## src/rtl/disp_sr_rx.sv

```systemverilog
// disp_sr_rx: receiver and monitor for a daisy-chained TLC59282 LED driver chain.
// It samples the serial bus in the clk domain, mirrors the chain shift register,
// latches it on lat, judges each frame by its bit count and measures the unblanked time.
//
// Handshake note: this block has no valid/ready pair. frm_valid and frm_err are
// single-cycle registered pulses with no backpressure, and they are never high together.
module disp_sr_rx #(
   parameter int N_DRV   = 4,
   parameter int SR_BITS = 16 * N_DRV
) (
   input  logic               clk,
   input  logic               rst,
   input  logic               disp_sclk,
   input  logic               disp_sin,
   input  logic               disp_lat,
   input  logic               disp_blank,
   input  logic               meas_stb,
   output logic [SR_BITS-1:0] led_data,
   output logic [SR_BITS-1:0] led_out,
   output logic               frm_valid,
   output logic               frm_err,
   output logic [15:0]        frm_cnt,
   output logic [15:0]        err_cnt,
   output logic [31:0]        on_cnt,
   output logic [1:0]         dbg_state
);

   // The count runs 0..SR_BITS+1. The extra value marks an overlong frame.
   localparam int CW = $clog2(SR_BITS + 2);
   localparam logic [CW-1:0] CNT_FULL = CW'(SR_BITS);
   localparam logic [CW-1:0] CNT_OVER = CW'(SR_BITS + 1);

   typedef enum logic [1:0] {
      ST_IDLE  = 2'd0,
      ST_SHIFT = 2'd1,
      ST_OVER  = 2'd2
   } state_t;

   state_t state_q, state_d;
   logic [CW-1:0] cnt_q, cnt_d, cnt_adv;

   logic sclk_q, sclk_d, sclk_dly_q, sclk_dly_d;
   logic lat_q, lat_d, lat_dly_q, lat_dly_d;
   logic sin_q, sin_d, blank_q, blank_d;
   logic sclk_rise, lat_rise, frame_ok;

   logic [SR_BITS-1:0] sr_q, sr_d, led_data_q, led_data_d;
   logic frm_valid_q, frm_valid_d, frm_err_q, frm_err_d;
   logic [15:0] frm_cnt_q, frm_cnt_d, err_cnt_q, err_cnt_d;
   logic [31:0] acc_q, acc_d, acc_inc, on_cnt_q, on_cnt_d;

   // Input pipeline: one capture stage for every pin, plus a second stage on sclk and lat.
   always_comb begin
      sclk_d     = disp_sclk;
      sin_d      = disp_sin;
      lat_d      = disp_lat;
      blank_d    = disp_blank;
      sclk_dly_d = sclk_q;
      lat_dly_d  = lat_q;
   end

   assign sclk_rise = sclk_q & ~sclk_dly_q;
   assign lat_rise  = lat_q & ~lat_dly_q;

   // Input pipeline registers. The blank stage resets to 1 so the LEDs stay dark.
   always_ff @(posedge clk or posedge rst) begin
      if (rst) begin
         sclk_q     <= 1'b0;
         sclk_dly_q <= 1'b0;
         sin_q      <= 1'b0;
         lat_q      <= 1'b0;
         lat_dly_q  <= 1'b0;
         blank_q    <= 1'b1;
      end else begin
         sclk_q     <= sclk_d;
         sclk_dly_q <= sclk_dly_d;
         sin_q      <= sin_d;
         lat_q      <= lat_d;
         lat_dly_q  <= lat_dly_d;
         blank_q    <= blank_d;
      end
   end

   // Bit count after any shift in this cycle. A coincident latch judges the frame with this value.
   always_comb begin
      cnt_adv = cnt_q;
      if (sclk_rise && (cnt_q != CNT_OVER)) cnt_adv = cnt_q + 1'b1;
   end

   // FSM state register
   always_ff @(posedge clk or posedge rst) begin
      if (rst) begin
         state_q <= ST_IDLE;
         cnt_q   <= '0;
      end else begin
         state_q <= state_d;
         cnt_q   <= cnt_d;
      end
   end

   // FSM next state. A shift advances the state, and any latch returns it to IDLE.
   always_comb begin
      state_d = state_q;
      cnt_d   = cnt_adv;
      if (sclk_rise) begin
         case (state_q)
            ST_IDLE:  state_d = ST_SHIFT;
            ST_SHIFT: if (cnt_q == CNT_FULL) state_d = ST_OVER;
            default:  state_d = state_q;
         endcase
      end
      if (lat_rise) begin
         state_d = ST_IDLE;
         cnt_d   = '0;
      end
   end

   // FSM outputs: frame verdict pulses, registered one cycle after the latch edge
   always_comb begin
      frame_ok    = (cnt_adv == CNT_FULL);
      frm_valid_d = lat_rise & frame_ok;
      frm_err_d   = lat_rise & ~frame_ok;
   end

   // Datapath next values: the shift register, the latch, the frame counters and the on-time accumulator
   always_comb begin
      sr_d       = sclk_rise ? {sr_q[SR_BITS-2:0], sin_q} : sr_q;
      led_data_d = lat_rise ? sr_d : led_data_q;
      frm_cnt_d  = frm_valid_d ? frm_cnt_q + 16'd1 : frm_cnt_q;
      err_cnt_d  = (frm_err_d && (err_cnt_q != 16'hffff)) ? err_cnt_q + 16'd1 : err_cnt_q;
      acc_inc    = (!blank_q && (acc_q != 32'hffff_ffff)) ? acc_q + 32'd1 : acc_q;
      acc_d      = meas_stb ? 32'd0 : acc_inc;
      on_cnt_d   = meas_stb ? acc_inc : on_cnt_q;
   end

   // Datapath registers
   always_ff @(posedge clk or posedge rst) begin
      if (rst) begin
         sr_q        <= '0;
         led_data_q  <= '0;
         frm_valid_q <= 1'b0;
         frm_err_q   <= 1'b0;
         frm_cnt_q   <= '0;
         err_cnt_q   <= '0;
         acc_q       <= '0;
         on_cnt_q    <= '0;
      end else begin
         sr_q        <= sr_d;
         led_data_q  <= led_data_d;
         frm_valid_q <= frm_valid_d;
         frm_err_q   <= frm_err_d;
         frm_cnt_q   <= frm_cnt_d;
         err_cnt_q   <= err_cnt_d;
         acc_q       <= acc_d;
         on_cnt_q    <= on_cnt_d;
      end
   end

   assign led_data  = led_data_q;
   assign led_out   = blank_q ? '0 : led_data_q;
   assign frm_valid = frm_valid_q;
   assign frm_err   = frm_err_q;
   assign frm_cnt   = frm_cnt_q;
   assign err_cnt   = err_cnt_q;
   assign on_cnt    = on_cnt_q;
   assign dbg_state = state_q;

endmodule

```

## config.mk

```make
export PLATFORM = sky130hd
export DESIGN_NAME = disp_sr_rx
export DESIGN_NICKNAME = d
export VERILOG_FILES = /design/src/rtl/disp_sr_rx.sv
export SDC_FILE = /design/constraint.sdc
export NUM_CORES = 1
export LEC_CHECK = 0
export ABC_AREA = 0
export BUFFER_PORTS_ARGS = -buffer_cell sky130_fd_sc_hd__buf_2
export CORE_ASPECT_RATIO = 0.7
export CORE_MARGIN = 4
export CORE_UTILIZATION = 51
export DETAILED_ROUTE_END_ITERATION = 10
export PLACE_DENSITY_LB_ADDON = 0.12
export SKIP_LAST_GASP = 1
export SLEW_MARGIN = 20
export SYNTH_ARGS = -nofsm -noshare
export SYNTH_HDL_FRONTEND = slang
export SYNTH_SLANG_ARGS = --single-unit
```

## constraint.sdc

```tcl
create_clock -name clk -period 13.6 [get_ports clk]
set_input_delay 4.08 -clock clk [delete_from_list [all_inputs] [get_ports clk]]
set_output_delay 4.08 -clock clk [all_outputs]
set_load 0.02 [all_outputs]
```

# == Yosys cells after proc, flatten, opt, wreduce, memory -nomap -nowiden ==
# Cells that the tools add are included.
# Widths: inputs -> output; s select.
# totals
regBits,241
in_bits,7
wordCells,52
# op_classes
n_addsub,4
eq_ne,7
muxes,10
n_bitwise,7
n_reduce_logical,8
# ops
operator,n
$mux 64,2
$mux 32,2
$add 16x1->16 const B,2
$add 32x1->32 const B,1
$ne 32x32->1 const B,1
$ne 16x16->1 const B,1
$eq 7x7->1 const B,2
$mux 7,2
$add 7x1->7 const B,1
$ne 7x7->1 const B,1
$mux 2,3
$and 1x1->1,4
$pmux 2 s2,1
$logic_and 1x1->1,3
$ne 3x3->1 const B,1
$not 1->1,3
$reduce_and 3->1,1
$reduce_bool 3->1,1
$eq 2x1->1 const B,1
$logic_not 2->1,1
$reduce_bool 2->1,1
$logic_not 1->1,1

# == Depth between registers and ports, before layout ==
# Gate-level depths: netlist of the first run.
# logic_depth
word_depth,8
mapped_depth,9
depth_no_buf,7

# == Worst setup path after synthesis of the first run ==
# No wires, ideal clock.
# synth_timing
path_kind,flip-flop to output port
from,register blank_q
to,output port led_out[10]
arrival_time_ns,1.241
slack_ns,8.279
stages_incl_launch_ff,4
path_buffers,2
path_cell_list,dfstp_2 -> clkbuf_1 -> clkbuf_1 -> nor2b_1
# synth_between
elab_chain_cells,1
# synth_lines
element,line_no,source
start: declaration,44,"logic sin_q, sin_d, blank_q, blank_d;"
start signal: assignment,80,blank_q <= blank_d;
$mux 64,160,assign led_out = blank_q ? '0 : led_data_q;
end: declaration,19,"output logic [SR_BITS-1:0] led_out,"
# No other way between the ends.

# == Worst setup path in the final report of the first run ==
# layout_timing
from,register blank_q
to,output port led_out[48]
# Same word-level chain as after synthesis.

==> results.md, run 1 <==
- Fin. max-slew vios: 0
- Unrepaired setup endpoints after global routing: false
- Cell Rows: 43
- Gpl congestion: around 0.8
- Setup Buffers After CTS: 0
- Area share of the largest cell type after synthesis: 0.582
- Min Tclk post-route: 6190 ps
- Largest cells by area after synthesis: dfrtp_1 58%, nand2_1 15%, nor2b_1 4.1%
- Synth Instances: 1,112
- DRC: 0
- Max-Cap Viols: 0
- Worst-Skew Late Latency: roughly 510 ps
- Global Route Usage Sum: 0.193
- DIE AREA: 22,600 um2
- CTS Buffer Depth: 3
- CTS tree: built
- Sw frac: 0.256
- Unique masters post-synth: 44
- CP endpoint kind: output pin
- Max Clock Skew: a little over 10 ps
- Number of gates resized after cts: 0
- Lkg Pwr: 6.84 nW
- Worst hold start: lat_dly_d$_DFF_PP0_
- Hpwl dp: 14.1 mm
- Largest net degree at the start of global routing: 158
- Final Cycle Share: 0.455
- Drt first pass iters: 4
- Syn Nets: 1,125
- Num CTS Buffers: 24
- Buffers added on ports: 202
- Vias in the first global route: 7,245
- Core Area: 19,900 um2
- Sequential fraction of the synthesis area: 0.584
- DR vias: 7,784
- Syn avg cell area: 9.28 um2
- Relative slew slack: 0.427
- Yosys Warn Count: 0
- Die W: 178 um
- FF-to-FF path depth: 6
- WL/cell: 14.0 um
- Hold Path Sink: lat_dly_q$_DFF_PP0_
- Clock sinks: 241
- H-tree depth: 1
- Crit path required time: 9520 ps
- Pwr per Cell Area: 132 nW/um2
- Reg2reg end: frm_cnt[1]$_DFFE_PP0P_
- Setup violations, final: 0
- Share of layout cells above drive strength 1: 0.203
- Synth Cell Area: approximately 10,000 um2
- Hold Path Cell Cnt: 0
- Crit path kind: register to output pin
- Antenna Cells: 0
- Post-synth EDFFs: 0
- Outcome: finished clean
- Flop2flop setup slack: between 10,000 and 15,000 ps
- Synth Flop Type: dfrtp_1
- Slew @ Worst Pin: 859 ps
- Number of hold buffers added after cts: 0
- Final ANT Viol Nets: 0
- Root buf cell: clkbuf_16
- First-pass GRT wire length: 36.7 mm
- Post-DR vias/cell: 4.93
- Logic pwr share: 0.106
- Post-route setup TNS: 0 ps
- Internal Dissipation: 1.21 mW
- Reg2Reg Launch Point: cnt_q[0]$_DFF_PP0_
- Count leader, synth: nand2_1
- WL final: around 22 mm
- WP data arrival: ~2100 ps
- Initial Util: 0.520
- Async SR Flop Fraction: 1.00
- Max Freq: 0.162 GHz
- Fin. Hold Viols: 0
- Clock share of power: 0.409
- Initial DRC count: 440
- Die H: about 130 um
- Largest area contributor in the netlist: dfrtp_1
- VDD IR max: 84.4 uV
- Total gr overflow: 0
- # IOs: 203
- Antenna violations before repair: 0
- CP Max Fanout: 49
- Sequential power share: 0.484
- Worst-path clk slew: 60 ps
- Post-layout util: 0.622
- Net Sw Power: about 0.42 mW
- Yosys reg bits: between 200 and 250
- Hold WC Path Type: register to register
- Critical Path Start Type: register
- Hold Slack: around 420 ps
- Layout Area Growth over Synthesis: 19.7%
- Post-synth top cells: 403 x nand2_1, 240 x dfrtp_1, 92 x nor2_1
- Nets@finish: about 1.3k
[layer usage]
| metal | track usage | up-vias | share of wire |
|---|---|---|---|
| met1 | 0.315 | 3658 | 0.52 |
| met5 | 0 | - | 0 |
| met3 | 0.0281 | 26 | 0.050 |
| met4 | 0.0355 | 0 | 0.016 |
| li1 | - | 3914 | - |
| met2 | 0.279 | 186 | 0.42 |
[critical path, cell delays in order (launching register included)]
cell and delay [ps]:
dfstp_2 780, buf_4 510, nor2b_1 100, buf_2 180
[cells by family after synthesis]
family          after synthesis  synth area share
simple gates                682             0.293
mux                           4           0.00497
fa+ha+maj                     6           0.00727
xor+xnor                     66            0.0560
compound gates               48            0.0302
flops                       241             0.584
buf+inv                      65            0.0242
[area by class of cell]
class,instances,area (um2)
fillers,1738,7500
flip-flops and latches,241,6030
multi-input cells,806,4060
repair buffers,209,1070
clock buffers,37,721
well taps,270,338
clock inverters,5,75.1
inverters,12,57.6
[flip-flops by register name (all words and copies together), names as in the netlist]
name,count
frm_err,1
sin_q,1
err_cnt,16
led_data,64
cnt_q,7
sr_q,64
frm_valid,1
lat_dly_d,1
blank_q,1
on_cnt,32
sclk_dly_d,1
lat_dly_q,1
acc_q,32
frm_cnt,16
sclk_dly_q,1
dbg_state,2
[worst max-delay path by stage]
stage | startpoint | end | slack (ps) | cells after the start
detailed placement | rst | frm_cnt[3]$_DFFE_PP0P_ | 7420 | 3
global route | blank_q$_DFF_PP1_ | led_out[51] | 7230 | 3
global placement | rst | frm_cnt[3]$_DFFE_PP0P_ | 7400 | 3
finish | blank_q$_DFF_PP1_ | led_out[48] | 7410 | 3
CTS | blank_q$_DFF_PP1_ | led_out[48] | 7360 | 3
floorplan | rst | acc_q[0]$_DFF_PP0_ | 2910 | 1
[through the flow]
step / std cells / setup slack [ps] / area [um2] / power (mW)
after floorplan: 1112 / 2910 / 10300 / 0.915
after global placement: 1538 / 7400 / 11500 / 0.973
after detailed placement: 1538 / 7420 / 11500 / 0.976
after CTS: 1580 / 7360 / 12300 / 1.64
after global routing: 1580 / 7230 / 12400 / 1.70
final: 1580 / 7410 / 12400 / 1.63
[placed cells by master (no fill, tap or decap), drive strengths merged, types with 15 or more instances in the layout]
cell and instances:
a21oi 40, and3 15, buf 209, clkbuf 37, dfrtp 240, nand2 404, nand3 44, nand4 21
nor2 93, nor2b 68, xnor2 21, xor2 45
[power groups by stage]
stage / Combinational, mW / Sequential (mW) / Clock, mW
floorplan: 0.0918 / 0.823 / 0
global placement: 0.173 / 0.800 / 0
detailed placement: 0.175 / 0.801 / 0
CTS: 0.176 / 0.788 / 0.680
global route: 0.193 / 0.793 / 0.711
finish: 0.173 / 0.788 / 0.666
Note: power is estimated with default switching activity, not from simulation.
==> run 2: changes to the inputs <==
- CORE_UTILIZATION: 51 -> 50
- clock period: 13.6 -> 5.1 ns (I/O delays scaled with it)
==> run 2 against run 1 <==
Clock power grew to 2.6 times the previous value; worst setup slack worse by 5900 ps; die area is 1.9% higher; power increased to 2.6 times the previous value; largest power group unchanged; register-to-register slack lost 8600 ps; cell count unchanged; count of clock-buffer cells in the layout rose by 1; clock skew down 0.90 ps; routed wire length up 2.0%; cell area is essentially flat; sequential share of layout area is essentially flat; first-iteration DRC count is 19% higher; largest cell class unchanged.
==> results.md, run 2 (synthesis gave the netlist of run 1 again) <==
- Nets@finish: 1,308 (+0.077%)
- Total gr overflow: 0 (unchanged)
- Setup WS post-layout: 1520 ps (-5890 ps)
- Setup Buffers After CTS: 0 (unchanged)
- Crit path kind: register to output pin
- Number of gates resized after cts: 0 (unchanged)
- Num CTS Buffers: 24 (unchanged)
- Die H: 128 um (+0.93%)
- Crit path required time: 3570 ps (-5950 ps)
- Pwr per Cell Area: 348 nW/um2 (+160%)
- Post-DR vias/cell: 5.00 (+1.5%)
- Global Route Usage Sum: 0.195 (+0.00132)
- Outcome: finished clean
- Inst Count DP: 1,539 (+0.065%)
- DRC: 0 (unchanged)
- Worst hold start: lat_dly_d$_DFF_PP0_
- Non-Filler Instances: 1,580 (unchanged)
- Reg2Reg Launch Point: cnt_q[0]$_DFF_PP0_
- # IOs: 203 (unchanged)
- Die W: 180 um (+0.95%)
- DIE AREA: 23,000 um2 (+1.9%)
- Fin. Hold Viols: 0 (unchanged)
- Critical-path cell list: buf_4 -> nor2b_1 -> buf_2
- Max stage delay cell, worst path: dfstp_2
- Gpl congestion: 0.853 (+6.2%)
- Worst-path clk slew: 60 ps (about the same)
- Hpwl dp: 14.5 mm (+2.5%)
- WL final: 22.5 mm (+2.0%)
- VDD IR max: 212 uV (+150%)
- H-tree depth: 1 (unchanged)
- First-pass GRT wire length: 38.2 mm (+4.2%)
- Unrepaired setup endpoints after global routing: false
- Number of hold buffers added after cts: 0 (unchanged)
- Max Clock Skew: 9.35 ps (-0.904 ps)
- Root buf cell: clkbuf_16
- Post-layout util: 0.616 (-0.00661)
- Lkg Pwr: 6.83 nW (about the same)
- Max-Cap Viols: 0 (unchanged)
- CP max stage delay: 710 ps (-70 ps)
- CP endpoint kind: output pin
- Cell Rows: 43 (unchanged)
- Share of layout cells above drive strength 1: 0.203 (unchanged)
- Layout Area Growth over Synthesis: 19.7% (about the same)
- Largest net degree at the start of global routing: 124 (-22%)
- Relative slew slack: 0.272 (-0.155)
- Core Area: 20,100 um2 (+1.1%)
- Critical Path Start Type: register
- Most frequent cells in the layout: 403 x nand2_1, 240 x dfrtp_1, 202 x buf_2
- Hold WC Path Type: register to register
- Antenna violations before repair: 0 (unchanged)
- DR vias: 7,899 (+1.5%)
- Initial Util: 0.514 (-0.00558)
- WP data arrival: 2050 ps (-60 ps)
- Min Tclk post-route: 3580 ps
- CP Max Fanout: 53 (+8.2%)
- Crit path from: blank_q$_DFF_PP1_
- Clock sinks: 241 (unchanged)
- Drt first pass iters: 5 (+1)
- Final ANT Viol Nets: 0 (unchanged)
- Buffers added on ports: 202 (unchanged)
- Final Cycle Share: 0.701
- CTS tree: built
- Slew @ Worst Pin: 1060 ps (+205 ps)
- Cell family with most CP delay: flip-flops
- WL/cell: 14.2 um (+2.0%)
- Antenna Cells: 0 (unchanged)
- Fin. max-slew vios: 0 (unchanged)
- Dpl ws: 2020 ps (-5400 ps)
- Worst-Skew Late Latency: 500 ps (about the same)
- Vias in the first global route: 7,525 (+3.9%)
- Worst path bufs/invs: 2 (unchanged)
- CTS Buffer Depth: 3 (unchanged)
- Initial DRC count: 522 (+19%)
- Max Freq: 0.280 GHz
- Post-route setup TNS: 0 ps (unchanged)
- Setup violations, final: 0 (unchanged)
- Commonest non-fill, non-tap cell in the layout: nand2_1
run 2: cell types whose count changed in the layout (fill, tap and decap cells not counted), sizes merged:
cell	previous run	this run
buf	209	210
bufinv	2	1
clkbuf	37	38
clkinv	4	1
clkinvlp	0	1
inv	11	12
run 2: cell type report:
class | instances | area, um2
fill | 1728 | 7710
sequential | 241 | 6030
multi-input combinational | 806 | 4060
timing repair buffer | 210 | 1100
clock buffer | 38 | 734
tap | 270 | 338
inverter | 12 | 48.8
clock inverter | 3 | 43.8
run 2: worst paths after layout:
path                                            end  cells past startpoint  slack (ps)
max                                     led_out[33]                      3        1520
min                             lat_dly_q$_DFF_PP0_                      0         450
max reg2reg                  frm_cnt[1]$_DFFE_PP0P_                      6        2460
min reg2reg                     lat_dly_q$_DFF_PP0_                      0         450
max in group asynchronous   frm_cnt[14]$_DFFE_PP0P_                      3        3050
min in group asynchronous  led_data[54]$_DFFE_PP0P_                      2        1070
run 2: where the power goes:
part	switching [mW]	leakage, nW	internal, mW	total, mW
logic	0.318	3.18	0.149	0.466
clock network	0.696	0.382	1.03	1.73
registers	0.0884	3.27	2.01	2.10
total	1.10	6.83	3.20	4.30
run 2: metal layers:
metal / vias up / share of wire / track usage
met5: - / 0 / 0
met4: 0 / 0.016 / 0.0367
met3: 26 / 0.053 / 0.0380
met2: 195 / 0.42 / 0.285
met1: 3752 / 0.51 / 0.305
li1: 3926 / - / -
run 2: metrics by stage:
step / total power [mW] / hold WS, ps / area [um2]
detailed placement: 2.61 / 435 / 11600
floorplan: 2.44 / 368 / 10300
global placement: 2.60 / 411 / 11600
global route: 4.49 / 464 / 12400
finish: 4.30 / 450 / 12400
CTS: 4.35 / 451 / 12400
